==> src/rtl/spi_tx_sched_pkg.sv <==
// spi_tx_sched_pkg: FSM states, status bit positions, control bits and default addresses
package spi_tx_sched_pkg;
    typedef enum logic [1:0] {
        S_IDLE    = 2'd0,
        S_LAUNCH  = 2'd1,
        S_WAIT_HI = 2'd2,
        S_WAIT_LO = 2'd3
    } state_t;
    localparam logic [31:0] TX_ADDR_DEF   = 32'h0000_00F8;
    localparam logic [31:0] CTRL_ADDR_DEF = 32'h0000_00FC;
    localparam int ST_ACTIVE    = 0;
    localparam int ST_EMPTY     = 1;
    localparam int ST_FULL      = 2;
    localparam int ST_ERR       = 3;
    localparam int ST_CNT       = 4;
    localparam int CTRL_FLUSH   = 0;
    localparam int CTRL_CLR_ERR = 1;
endpackage

==> src/rtl/spi_tx_sched_fifo.sv <==
// spi_tx_sched_fifo: sync FIFO with flush and registered (non-fall-through) read on pop
module spi_tx_sched_fifo #(
    parameter int DATA_W = 32,
    parameter int DEPTH  = 4
) (
    input  logic                      i_clk,
    input  logic                      i_reset,
    input  logic                      i_push,
    input  logic                      i_pop,
    input  logic                      i_flush,
    input  logic [DATA_W-1:0]         i_data,
    output logic [DATA_W-1:0]         o_data,
    output logic [$clog2(DEPTH):0]    o_cnt,
    output logic                      o_full,
    output logic                      o_empty
);
    localparam int AW = $clog2(DEPTH);
    localparam int CW = AW + 1;
    logic [DATA_W-1:0] r_mem [DEPTH];
    logic [AW-1:0]     r_wr, r_rd;
    logic [CW-1:0]     r_cnt;
    logic              w_push, w_pop;
    assign o_full  = r_cnt == CW'(DEPTH);
    assign o_empty = r_cnt == '0;
    assign o_cnt   = r_cnt;
    assign w_push  = i_push && !o_full && !i_flush;
    assign w_pop   = i_pop && !o_empty && !i_flush;
    always_ff @(posedge i_clk)
        if (w_push) r_mem[r_wr] <= i_data;
    always_ff @(posedge i_clk) begin
        if (i_reset || i_flush) begin
            r_wr  <= '0;
            r_rd  <= '0;
            r_cnt <= '0;
        end else begin
            r_wr  <= r_wr + AW'(w_push);
            r_rd  <= r_rd + AW'(w_pop);
            r_cnt <= r_cnt + CW'(w_push) - CW'(w_pop);
        end
    end
    // o_data keeps the last popped word; a flush does not clear it
    always_ff @(posedge i_clk) begin
        if (i_reset)    o_data <= '0;
        else if (w_pop) o_data <= r_mem[r_rd];
    end
endmodule

==> src/rtl/spi_tx_sched.sv <==
// spi_tx_sched: queues stores to the SPI TX address and launches them one at a time into SPI_Ctrl
module spi_tx_sched
    import spi_tx_sched_pkg::*;
#(
    parameter int          DATA_W    = 32,
    parameter int          DEPTH     = 4,
    parameter logic [31:0] TX_ADDR   = TX_ADDR_DEF,
    parameter logic [31:0] CTRL_ADDR = CTRL_ADDR_DEF,
    parameter int          BUSY_TMO  = 16
) (
    input  logic              i_clk,
    input  logic              i_reset,
    input  logic [31:0]       i_addr,
    input  logic [DATA_W-1:0] i_data,
    input  logic              i_we,
    output logic              o_stall,
    output logic [DATA_W-1:0] o_spi_data,
    output logic              o_spi_start,
    input  logic              i_spi_busy,
    output logic [31:0]       o_status
);
    localparam int CW = $clog2(DEPTH) + 1;
    localparam int TW = $clog2(BUSY_TMO + 1);
    state_t        r_state;
    logic          r_start, r_err;
    logic [TW-1:0] r_tmo;
    logic          w_tx, w_ctrl, w_flush, w_clr_err, w_launch, w_full, w_empty;
    logic [CW-1:0] w_cnt;
    assign w_tx        = i_we && i_addr == TX_ADDR;
    assign w_ctrl      = i_we && i_addr == CTRL_ADDR;
    assign w_flush     = w_ctrl && i_data[CTRL_FLUSH];
    assign w_clr_err   = w_ctrl && i_data[CTRL_CLR_ERR];
    assign o_stall     = w_tx && w_full;
    assign o_spi_start = r_start;
    // the pop happens on the edge entering LAUNCH so the word and the strobe appear together
    assign w_launch    = r_state == S_IDLE && !w_empty && !i_spi_busy && !w_flush;
    spi_tx_sched_fifo #(.DATA_W(DATA_W), .DEPTH(DEPTH)) u_fifo (
        .i_clk   (i_clk),
        .i_reset (i_reset),
        .i_push  (w_tx),
        .i_pop   (w_launch),
        .i_flush (w_flush),
        .i_data  (i_data),
        .o_data  (o_spi_data),
        .o_cnt   (w_cnt),
        .o_full  (w_full),
        .o_empty (w_empty)
    );
    always_ff @(posedge i_clk) begin
        if (i_reset) begin
            r_state <= S_IDLE;
            r_start <= 1'b0;
            r_err   <= 1'b0;
            r_tmo   <= '0;
        end else begin
            r_start <= w_launch;
            if (w_clr_err) r_err <= 1'b0;
            case (r_state)
                S_IDLE:    if (w_launch) r_state <= S_LAUNCH;
                S_LAUNCH: begin
                    r_tmo   <= '0;
                    r_state <= S_WAIT_HI;
                end
                S_WAIT_HI: begin
                    if (i_spi_busy) r_state <= S_WAIT_LO;
                    else if (r_tmo == TW'(BUSY_TMO - 1)) begin
                        r_err   <= 1'b1;
                        r_state <= S_IDLE;
                    end else r_tmo <= r_tmo + 1'b1;
                end
                S_WAIT_LO: if (!i_spi_busy) r_state <= S_IDLE;
            endcase
        end
    end
    always_comb begin
        o_status                = '0;
        o_status[ST_ACTIVE]     = r_state != S_IDLE;
        o_status[ST_EMPTY]      = w_empty;
        o_status[ST_FULL]       = w_full;
        o_status[ST_ERR]        = r_err;
        o_status[ST_CNT +: 4]   = 4'(w_cnt);
    end
endmodule

==> config.mk <==
export PLATFORM = sky130hd
export DESIGN_NAME = spi_tx_sched
export DESIGN_NICKNAME = d
export VERILOG_FILES = /design/src/rtl/spi_tx_sched_pkg.sv /design/src/rtl/spi_tx_sched_fifo.sv /design/src/rtl/spi_tx_sched.sv
export SDC_FILE = /design/constraint.sdc
export NUM_CORES = 1
export LEC_CHECK = 0
export CORE_MARGIN = 5
export CORE_UTILIZATION = 45
export DETAILED_ROUTE_END_ITERATION = 12
export PLACE_DENSITY = 0.68
export SLEW_MARGIN = 20
export SYNTH_ARGS = -nofsm -noshare
export SYNTH_HDL_FRONTEND = slang
export SYNTH_HIERARCHICAL = 1
export SYNTH_SLANG_ARGS = --single-unit
==> constraint.sdc <==
create_clock -name i_clk -period 16.95 [get_ports i_clk]
set_input_delay 5.085 -clock i_clk [delete_from_list [all_inputs] [get_ports i_clk]]
set_output_delay 5.085 -clock i_clk [all_outputs]
set_load 0.01 [all_outputs]
After elaboration in Yosys (flattened, before gate mapping)
Memories as Yosys holds them, arrays and structs flattened. A register that Yosys moved wholly into a read port is not among the register bits.
Cells that the tools add are included.
W data, S select, Z words.
{"block": "totals", "reg_bits": 16, "ram_bits": 128, "input_bits": 68, "out_inout_bits": 66, "word_cells": 62, "n_memories": 1}
{"block": "classes", "n_addsub": 5, "eq_ne": 12, "n_mux": 14, "n_reduce_logical": 23}
{"memory": "u_fifo.r_mem", "words": 4, "word_bits": 32, "rd": 1, "rd_ports_with_merged_regs": 1, "wr": 1, "line_no": "spi_tx_sched_fifo.sv:19", "source": "logic [DATA_W-1:0] r_mem [DEPTH];"}
{"operator": "$eq A32 B8 Y1 const B", "n": 2}
{"operator": "$logic_and A1 B1 Y1", "n": 12}
{"operator": "$mux W5", "n": 2}
{"operator": "$pmux W5 S2", "n": 1}
{"operator": "$mux W2", "n": 4}
{"operator": "$pmux W2 S4", "n": 1}
{"operator": "$mux W1", "n": 6}
{"operator": "$ne A2 B2 Y1 const B", "n": 3}
{"operator": "$reduce_and A3 Y1", "n": 2}
{"operator": "$add A5 B1 Y5 const B", "n": 1}
{"operator": "$eq A5 B4 Y1 const B", "n": 1}
{"operator": "$add A2 B1 Y2", "n": 2}
{"operator": "$eq A2 B2 Y1 const B", "n": 2}
{"operator": "$logic_not A1 Y1", "n": 4}
{"operator": "$reduce_bool A2 Y1", "n": 2}
{"operator": "$add A3 B1 Y3", "n": 1}
{"operator": "$eq A3 B3 Y1 const B", "n": 1}
{"operator": "$logic_not A3 Y1", "n": 1}
{"operator": "$ne A3 B3 Y1 const B", "n": 1}
{"operator": "$sub A3 B1 Y3", "n": 1}
{"operator": "$eq A2 B1 Y1 const B", "n": 1}
{"operator": "$logic_not A2 Y1", "n": 1}
{"operator": "$ne A2 B1 Y1 const B", "n": 1}
{"operator": "$logic_or A1 B1 Y1", "n": 1}

Logic depth before layout (Yosys ltp)
Gate-level depths: netlist of the first run.
{"block": "depth", "word_depth": 8, "ltp_mapped": 13, "mapped_depth_nobuf": 13}

Modules after synthesis
The synthesis of the first run kept the hierarchy.
{"module": "spi_tx_sched_fifo", "n_inst": 1, "cells_per_inst": 280, "area_per_inst_um2": 6033.3, "seq_area_each_um2": 4624.4}
{"module": "spi_tx_sched", "n_inst": 1, "cells_per_inst": 92, "area_per_inst_um2": 753.2, "seq_area_each_um2": 180.2}

Least setup slack after synthesis of the first run
No wires, ideal clock.
{"block": "synth_timing", "path_kind": "in2out", "startpoint": "in i_addr[26]", "endpoint": "out o_stall", "arrival_ps": 6022, "required_ps": 11865, "setup_slack_ps": 5843, "stages": 4, "path_buffers": 0, "path_cell_list": "nor4_1 nand4_1 or2_1 nor3b_2"}
{"block": "synth_via", "elab_chain_len": 3}
{"item": "start, declared", "line_no": "spi_tx_sched.sv:13", "source": "input logic [31:0] i_addr,"}
{"item": "$eq A32 B8 Y1", "line_no": "spi_tx_sched.sv:29", "source": "assign w_tx = i_we && i_addr == TX_ADDR;"}
{"item": "$logic_and A1 B1 Y1", "line_no": "spi_tx_sched.sv:29"}
{"item": "$logic_and A1 B1 Y1", "line_no": "spi_tx_sched.sv:33", "source": "assign o_stall = w_tx && w_full;"}
{"item": "end, declared", "line_no": "spi_tx_sched.sv:16", "source": "output logic o_stall,"}
No other way between the ends.

Worst setup path in the final report of the first run
{"block": "layout_timing", "startpoint": "in i_addr[7]", "endpoint": "out o_stall"}
Same word-level chain as after synthesis.

==> results of run 1 <==
==> per-layer routing <==
metal | global-route usage, % | vias up | share of wire [%]
li1 | - | 1657 | -
met1 | 17.40 | 1828 | 41
met2 | 26.33 | 110 | 53
met3 | 5.657 | 11 | 5.5
met4 | 4.157 | 2 | 0.71
met5 | 0 | - | 0.10
==> sequential cells by signal, indices dropped and copies added (netlist names) <==
signal         count
u_fifo/o_cnt       3
u_fifo/r_mem     128
r_tmo              5
u_fifo/o_data     32
u_fifo/r_wr        2
u_fifo/r_rd        2
o_spi_start        1
r_err              1
r_state            2
==> cells by family (layout without fill, tap and decap cells) <==
kind of cell | Yosys count | after routing
other cells | 1 | 25
simple gates | 57 | 57
fa+ha+maj | 7 | 7
mux | 32 | 32
xor+xnor | 6 | 6
buf+inv | 52 | 153
compound gates | 41 | 41
flops | 176 | 176
==> critical path, delay by kind of cell <==
family                 cells  cell delay [ns]
buffers and inverters      2             1.01
and+or+nand+nor            4             1.01
==> worst max path at each step <==
| stage | endpoint | slack [ns] | startpoint |
|---|---|---|---|
| 6_report | o_stall | 4.74 | i_addr[7] |
| 4_1_cts | o_stall | 4.70 | i_addr[7] |
| 3_3_place_gp | o_stall | 4.76 | i_addr[7] |
| 3_5_place_dp | o_stall | 4.70 | i_addr[7] |
| 2_1_floorplan | o_stall | 5.84 | i_addr[26] |
| 5_1_grt | o_stall | 4.55 | i_addr[7] |
==> final cells by class <==
cell class	count	share of cell area [%]
repair buffers	114	13.27
flip-flops and latches	176	56.65
inverters	7	0.3096
well taps	184	2.713
clock inverters	14	1.533
multi-input cells	168	20.35
clock buffers	18	5.175
==> stage by stage <==
stage | instances | area (um2)
3_5_place_dp | 649 | 7916
5_1_grt | 681 | 8486
3_3_place_gp | 649 | 7916
4_1_cts | 681 | 8486
6_report | 681 | 8486
2_1_floorplan | 396 | 6877
==> Yosys cell counts (4+ instances only) <==
library cell | number | share of area (%)
sky130_fd_sc_hd__buf_4 | 28 | 3.1
sky130_fd_sc_hd__dfxtp_1 | 48 | 14
sky130_fd_sc_hd__mux4_2 | 30 | 10
sky130_fd_sc_hd__nand2_1 | 5 | 0.28
sky130_fd_sc_hd__a22o_1 | 32 | 4.1
sky130_fd_sc_hd__nor4_1 | 6 | 0.55
sky130_fd_sc_hd__nor3_1 | 9 | 0.66
sky130_fd_sc_hd__ha_1 | 6 | 1.1
sky130_fd_sc_hd__a21oi_1 | 4 | 0.29
sky130_fd_sc_hd__edfxtp_1 | 128 | 57
sky130_fd_sc_hd__and2_1 | 4 | 0.37
sky130_fd_sc_hd__buf_6 | 7 | 1.2
sky130_fd_sc_hd__buf_2 | 8 | 0.59
sky130_fd_sc_hd__inv_1 | 6 | 0.33
sky130_fd_sc_hd__nor2_1 | 7 | 0.39
sky130_fd_sc_hd__xnor2_1 | 4 | 0.52
==> report_power, final <==
part / internal [uW] / leakage [uW] / switching, uW
logic: 14.2 / 0.00100 / 10.5
registers: 460 / 0.00154 / 0.00000243
clock network: 200 / 0.000284 / 172
total: 674 / 0.00282 / 183
==> impl_metrics.tcl, run 1 <==
set metrics [dict create \
    post_cts.repair.setup_buffers 0 \
    grt_use_total_pct 15.06 \
    route.detailed.vias_per_inst 5.298 \
    antenna_cells_inserted 0 \
    drt_pass1_iterations 4 \
    multiplexer_fraction_of_the_synthesized_cell_area_pct 10.73 \
    final.setup.tns_ns 0 \
    final.setup_skew_ns 0.008996 \
    p_per_area_nw_per_um2 101.0 \
    critical_path.reg2reg.startpoint "u_fifo/o_cnt[1]" \
    cts_resized 0 \
    route.vias.total 3608 \
    synthArstFlopShare_pct 0 \
    largest_stage_delay_on_the_critical_path_ns 0.57 \
    cts.htree.levels 4 \
    detail_route.drc_violations 0 \
    grt_first_pass_wirelength_um 20240 \
    slew_violations 0 \
    floorplan.core_area_um2 14640 \
    min_to "u_fifo/o_data[27]" \
    netlist_area_before_placement_um2 6787 \
    synth_top_flop_cell "sky130_fd_sc_hd__edfxtp_1" \
    seqCellArea_um2 4807 \
    hold_viol_final 0 \
    synth.avg_cell_area_um2 18.24 \
    gp_congestion 0.7227 \
    arrival_ns 7.12 \
    drt-initial-drc-count 140 \
    dpl_worst_slack_ns 4.702 \
    synth_cell_type_count 47 \
    ios 134 \
    cts_tree "done" \
    count_of_flip_flops_with_a_built_in_enable_after_synthesis 128 \
    synth_compound_gate_area_share_pct 5.070 \
    synth_xor_area_share_pct 0.7743 \
    clk_root_buffer_cell "sky130_fd_sc_hd__clkbuf_16" \
    max-clock-path-buffers 2 \
    maximum_frequency_from_static_timing_analysis_mhz 81.92 \
    port_buffers 108 \
    synthesis.instances 372 \
    worst_ep_required_time_ns 11.86 \
    grt.overflow.total 0 \
    path_common_cell "sky130_fd_sc_hd__clkdlybuf4s50_1" \
    most-common-layout-cells "128 x sky130_fd_sc_hd__edfxtp_1, 108 x sky130_fd_sc_hd__clkdlybuf4s50_1, 46 x sky130_fd_sc_hd__dfxtp_1" \
    post-route-min-period_ns 12.21 \
    die_area_um2 17640 \
    row_count 44 \
    cpMaxStageDelayCell "sky130_fd_sc_hd__clkdlybuf4s50_1" \
    start_util_pct 46.34 \
    synth_seq_area_share_pct 70.80 \
    finalNetCount 559 \
    area_delta_synth_final_pct 25.04 \
    clk_pin_slew_ns 0.07 \
    drive_above_1_share_pct 16.90 \
    rsz_0062_raised_after_global_routing "no" \
    setup.worst_path.start_class "input pin" \
    r2r_end "u_fifo/o_cnt[2]" \
    worstHoldPathType "reg2reg" \
    postRouteAntennaNets 0 \
    cts_made_buffers 17 \
    overall_power_of_the_completed_layout_uw 856.9 \
    layout_worst_path_cycle_share_pct 72.02 \
    cap_viol_max_count 0 \
    final.hold.worst_slack_ns 0.4780 \
    max_slew.worst_pin.slew_ns 1.044 \
    routed_wirelength_um 12700 \
    total_leakage_power_uw 0.002824 \
    largest_net_degree_at_the_start_of_global_routing 34 \
    place_hpwl_um 8099 \
    yosysWarningCount 6 \
    crit_chain "clkdlybuf4s50_1, nor4bb_1, nand4_1, or2_1, nor3b_2, clkdlybuf4s50_1" \
    slew-limit-headroom_pct 30.00 \
    routed_wire_length_per_instance_um 18.64 \
    worst_reg_to_reg_path_cell_count 12 \
    timing.final.ws_setup_ns 4.743 \
    via_count_of_the_first_global_routing_pass 3888 \
    critical_path_class "in2out" \
    mostFrequentLayoutCell "sky130_fd_sc_hd__edfxtp_1" \
    n_fill_cell 1140 \
    kind_of_end_point_of_the_critical_path "output pin" \
    hp-start "u_fifo/o_data[27]" \
    cts_sinks 176 \
    multi_input_comb_area_um2 1727 \
    clk_latency_ns 0.43 \
    reg2reg_slack_ns 14.10 \
    die_width_um 132.8 \
    post_synth_adder_cell_area_pct 1.401 \
    hold_buffers 0 \
    final_core_utilization_pct 57.95 \
    worstPathMaxFanout 4 \
    synth_top_family_by_area "multiplexers" \
    synth-simple-area-share_pct 5.826 \
    report.final.setup_viol 0 \
    grt_antenna_before_repair 1 \
    status "completed" \
    die_y_um 132.8 \
    yosys_register_bits 176 \
    timing.hold.worst_path_depth 1 \
    maximum_vdd_ir_drop_mv 0.06992 \
]
Note: power is estimated with default switching activity, not from simulation.
==> run 2, diff against run 1 <==
==> constraint.sdc (replaced) <==
create_clock -name i_clk -period 11.8 [get_ports i_clk]
set_input_delay 3.54 -clock i_clk [delete_from_list [all_inputs] [get_ports i_clk]]
set_output_delay 3.54 -clock i_clk [all_outputs]
set_load 0.01 [all_outputs]
==> impl_metrics.tcl, run 2 (same netlist as run 1, synthesis figures left out) <==
set metrics [dict create \
    status "completed" \
    cts.htree.levels 4 \
    seqCellArea_um2 4807 \
    die_width_um 132.8 \
    post_cts.repair.setup_buffers 0 \
    mostFrequentLayoutCell "sky130_fd_sc_hd__edfxtp_1" \
    postPlaceCellArea_um2 7916 \
    hold_buffers 0 \
    grt.overflow.total 0 \
    hold_viol_final 0 \
    drt_pass1_iterations 4 \
    largest_register_ff_count 128 \
    post-route-min-period_ns 9.163 \
    route.detailed.vias_per_inst 5.242 \
    report.final.setup_viol 0 \
    postRouteAntennaNets 0 \
    n_fill_cell 1134 \
    rsz_0062_raised_after_global_routing "no" \
    drt-initial-drc-count 142 \
    max-clock-path-buffers 2 \
    clk_pin_slew_ns 0.06 \
    internal_power_uw 964.2 \
    maximum_vdd_ir_drop_mv 0.09955 \
    die_y_um 132.8 \
    cts_made_buffers 17 \
    clk_latency_ns 0.42 \
    cts_sinks 176 \
    slew_violations 0 \
    power_switching_share_pct 21.01 \
    start_util_pct 46.34 \
    clk_root_buffer_cell "sky130_fd_sc_hd__clkbuf_16" \
    cts_tree "done" \
    arrival_ns 5.62 \
    route.vias.total 3570 \
    total_leakage_power_uw 0.002814 \
    final.setup.tns_ns 0 \
    final.setup_skew_ns 0.008519 \
    reg2reg_slack_ns 8.94 \
    ios 134 \
    finalNetCount 559 \
    p_per_area_nw_per_um2 144.0 \
    antenna_cells_inserted 0 \
    pwr-share-seq_pct 54.2 \
    slew-limit-headroom_pct 27.56 \
    floorplan.core_area_um2 14640 \
    power_switching_uw 256.4 \
    max_slew.worst_pin.slew_ns 1.082 \
    grt_first_pass_wirelength_um 20230 \
    setup.worst_path.start_class "input pin" \
    grt_use_total_pct 14.99 \
    worstPathMaxFanout 4 \
    layout_worst_path_cycle_share_pct 77.65 \
    top_regs "u_fifo/r_mem: 128 flops, u_fifo/o_data: 32 flops, r_tmo: 5 flops" \
    port_buffers 108 \
    drive_above_1_share_pct 16.90 \
    largest-register "u_fifo/r_mem" \
    cts_resized 0 \
    kind_of_end_point_of_the_critical_path "output pin" \
    multi_input_comb_area_um2 1727 \
    gp_congestion 0.7226 \
    grt_antenna_before_repair 0 \
    worst_ep_required_time_ns 8.26 \
    power_frac_comb_pct 2.9 \
    row_count 44 \
    finalInstanceArea_um2 8479 \
    die_area_um2 17640 \
    area_delta_synth_final_pct 24.94 \
    overall_power_of_the_completed_layout_uw 1221 \
    routed_wirelength_um 12700 \
    power_frac_clock_pct 42.9 \
    cap_viol_max_count 0 \
    critical_path_class "in2out" \
    via_count_of_the_first_global_routing_pass 3926 \
    place_hpwl_um 8001 \
    maximum_frequency_from_static_timing_analysis_mhz 109.1 \
    detail_route.drc_violations 0 \
    most-common-layout-cells "128 x sky130_fd_sc_hd__edfxtp_1, 108 x sky130_fd_sc_hd__clkdlybuf4s50_1, 46 x sky130_fd_sc_hd__dfxtp_1" \
    largest_net_degree_at_the_start_of_global_routing 34 \
    routed_wire_length_per_instance_um 18.65 \
    worstHoldPathType "reg2reg" \
]
==> run 2: path summary, 6_finish.rpt <==
kind                     start                end  depth (start not counted)
max                  i_addr[7]            o_stall                          6
min          u_fifo/o_data[22]  u_fifo/o_data[22]                          1
max reg2reg    u_fifo/o_cnt[1]    u_fifo/o_cnt[2]                         12
min reg2reg  u_fifo/o_data[22]  u_fifo/o_data[22]                          1
==> run 2: metal layers <==
metal  vias to the layer above  part of all wire [%]  GRT usage, %
met5                         -                     0             0
met2                        94                    53         26.81
li1                       1652                     -             -
met1                      1815                    41         17.19
met3                         9                   5.0         5.429
met4                         0                  0.85         3.464
==> run 2: power by group through the flow <==
stage	Clock, uW	Sequential, uW	Combinational [uW]
floorplan	0	675	13.7
global placement	0	675	34.4
detailed placement	0	675	35.7
CTS	538	661	35.8
global route	561	661	38.3
finish	524	662	35.5
==> run 2: critical path: stages <==
cell and delay [ns]:
sky130_fd_sc_hd__clkdlybuf4s50_1 0.44, sky130_fd_sc_hd__nor4bb_1 0.31, sky130_fd_sc_hd__nand4_1 0.25, sky130_fd_sc_hd__or2_1 0.30, sky130_fd_sc_hd__nor3b_2 0.19, sky130_fd_sc_hd__clkdlybuf4s50_1 0.58
==> run 2: final cells by class <==
class	count	area share, %
tap	184	2.715
multi-input combinational	168	20.36
clock buffer	18	5.179
timing repair buffer	114	13.28
clock inverter	14	1.461
inverter	7	0.3099
sequential	176	56.69
==> run 2: metrics by stage <==
step / setup WS, ns / util (%) / hold slack, ns / instances
2_1_floorplan: 3.783 / - / 0.4487 / 396
3_3_place_gp: 2.699 / 54.06 / 0.4602 / 649
3_5_place_dp: 2.624 / 54.06 / 0.4682 / 649
4_1_cts: 2.624 / 57.90 / 0.4840 / 681
5_1_grt: 2.499 / 57.90 / 0.4888 / 681
6_report: 2.637 / 57.90 / 0.4774 / 681
==> run 3, diff against run 2 <==
--- a/config.mk
+++ b/config.mk
@@ -8,7 +8,7 @@
 export CORE_MARGIN = 5
 export CORE_UTILIZATION = 45
 export DETAILED_ROUTE_END_ITERATION = 12
-export PLACE_DENSITY = 0.68
+export PLACE_DENSITY = 0.71
 export SLEW_MARGIN = 20
 export SYNTH_ARGS = -nofsm -noshare
 export SYNTH_HDL_FRONTEND = slang
==> constraint.sdc (replaced) <==
create_clock -name i_clk -period 8.2 [get_ports i_clk]
set_input_delay 2.46 -clock i_clk [delete_from_list [all_inputs] [get_ports i_clk]]
set_output_delay 2.46 -clock i_clk [all_outputs]
set_load 0.01 [all_outputs]
==> impl_metrics.tcl, run 3 (same netlist as run 1, synthesis figures left out) <==
set metrics [dict create \
    status "completed" \
    cts_made_buffers 17 \
    drive_above_1_share_pct 17.00 \
    antenna_cells_inserted 0 \
    place_hpwl_um 8084 \
    cap_viol_max_count 0 \
    most-common-layout-cells "128 x sky130_fd_sc_hd__edfxtp_1, 108 x sky130_fd_sc_hd__clkdlybuf4s50_1, 46 x sky130_fd_sc_hd__dfxtp_1" \
    post_cts.repair.setup_buffers 0 \
    clk_latency_ns 0.42 \
    detail_route.drc_violations 0 \
    die_y_um 132.8 \
    slew-limit-headroom_pct 37.01 \
    maximum_frequency_from_static_timing_analysis_mhz 145.4 \
    floorplan.core_area_um2 14640 \
    final.setup.tns_ns 0 \
    largest_net_degree_at_the_start_of_global_routing 34 \
    critical_path_class "in2out" \
    grt_antenna_before_repair 0 \
    clk_root_buffer_cell "sky130_fd_sc_hd__clkbuf_16" \
    area_delta_synth_final_pct 25.79 \
    route.detailed.vias_per_inst 5.232 \
    row_count 44 \
    gp_congestion 0.8147 \
    route.vias.total 3579 \
    grt.overflow.total 0 \
    cts_sinks 176 \
    ios 134 \
    die_area_um2 17640 \
    report.final.setup_viol 0 \
    grt_first_pass_wirelength_um 20120 \
    postRouteAntennaNets 0 \
    rsz_0062_raised_after_global_routing "no" \
    drt_pass1_iterations 4 \
    slew_violations 0 \
    final.setup_skew_ns 0.008084 \
    worstPathMaxFanout 4 \
    kind_of_end_point_of_the_critical_path "output pin" \
    drt-initial-drc-count 162 \
    hold_viol_final 0 \
    setup.worst_path.start_class "input pin" \
    maximum_vdd_ir_drop_mv 0.1294 \
    layout_worst_path_cycle_share_pct 83.88 \
    cts.htree.levels 4 \
    top_regs "u_fifo/r_mem: 128 flops, u_fifo/o_data: 32 flops, r_tmo: 5 flops" \
    worst_ep_required_time_ns 5.74 \
    via_count_of_the_first_global_routing_pass 3829 \
    max-clock-path-buffers 2 \
    finalNetCount 562 \
    p_per_area_nw_per_um2 210.7 \
    routed_wire_length_per_instance_um 18.35 \
    start_util_pct 46.34 \
    grt_use_total_pct 14.91 \
    arrival_ns 4.42 \
    mostFrequentLayoutCell "sky130_fd_sc_hd__edfxtp_1" \
    max_slew.worst_pin.slew_ns 0.9449 \
    routed_wirelength_um 12550 \
    dpl_worst_slack_ns 1.323 \
    timing.final.ws_setup_ns 1.322 \
    die_width_um 132.8 \
    cts_tree "done" \
    total_leakage_power_uw 0.002837 \
    cts_resized 0 \
    worstHoldPathType "reg2reg" \
    clk_pin_slew_ns 0.06 \
    hold_buffers 0 \
    largest_register_ff_count 128 \
    port_buffers 108 \
    post-route-min-period_ns 6.878 \
    largest-register "u_fifo/r_mem" \
]
run 3: cell types whose count changed in the layout (fill, tap and decap cells not counted), moves of 2 or more:
cell	previous run	this run
sky130_fd_sc_hd__buf_4	6	9
sky130_fd_sc_hd__bufinv_16	0	2
sky130_fd_sc_hd__clkinv_2	0	2
sky130_fd_sc_hd__clkinv_4	6	1
sky130_fd_sc_hd__clkinvlp_4	1	4
sky130_fd_sc_hd__inv_6	6	2
run 3: critical path: stages:
cell,delay [ns]
sky130_fd_sc_hd__clkdlybuf4s50_1,0.44
sky130_fd_sc_hd__nor4bb_1,0.28
sky130_fd_sc_hd__nand4_1,0.21
sky130_fd_sc_hd__or2_1,0.28
sky130_fd_sc_hd__nor3b_2,0.18
sky130_fd_sc_hd__clkdlybuf4s50_1,0.57
run 3: metal layers:
metal	up-vias	wire length [um]	GRT usage, %
li1	1649	-	-
met1	1784	5463	18.72
met2	130	6189	24.60
met3	16	751	4.973
met4	0	146	4.677
met5	-	0	0
run 3: final cells by class:
cell class | count | area, um2
well taps | 184 | 230.2
flip-flops and latches | 176 | 4807
inverters | 7 | 26.28
fillers | 1107 | 6107
clock inverters | 12 | 130.1
multi-input cells | 168 | 1727
repair buffers | 117 | 1149
clock buffers | 20 | 467.9
run 3: worst paths after layout:
kind / start / to / slack [ns] / depth (start not counted)
worst max register to register: u_fifo/o_cnt[1] / u_fifo/o_cnt[2] / 5.40 / 12
worst min register to register: u_fifo/o_data[27] / u_fifo/o_data[27] / 0.48 / 1
worst max-delay path: i_addr[7] / o_stall / 1.32 / 6
worst min-delay path: u_fifo/o_data[27] / u_fifo/o_data[27] / 0.48 / 1
run 3: power by group:
group          total, uW  switching [uW]  internal [uW]
combinational       51.4            22.0           29.4
clock                795             320            475
sequential           952      0.00000496            952
total               1800             342           1460
run 3: through the flow:
step / instance area [um2] / instances / total power, uW / hold slack (ns) / utilization (%)
after CTS: 8537 / 684 / 1816 / 0.4822 / 58.30
after detailed placement: 7939 / 652 / 1023 / 0.4632 / 54.21
final: 8537 / 684 / 1799 / 0.4779 / 58.30
after global placement: 7931 / 651 / 1021 / 0.4631 / 54.16
after global routing: 8537 / 684 / 1857 / 0.4972 / 58.30
after floorplan: 6877 / 396 / 991.7 / 0.4487 / -
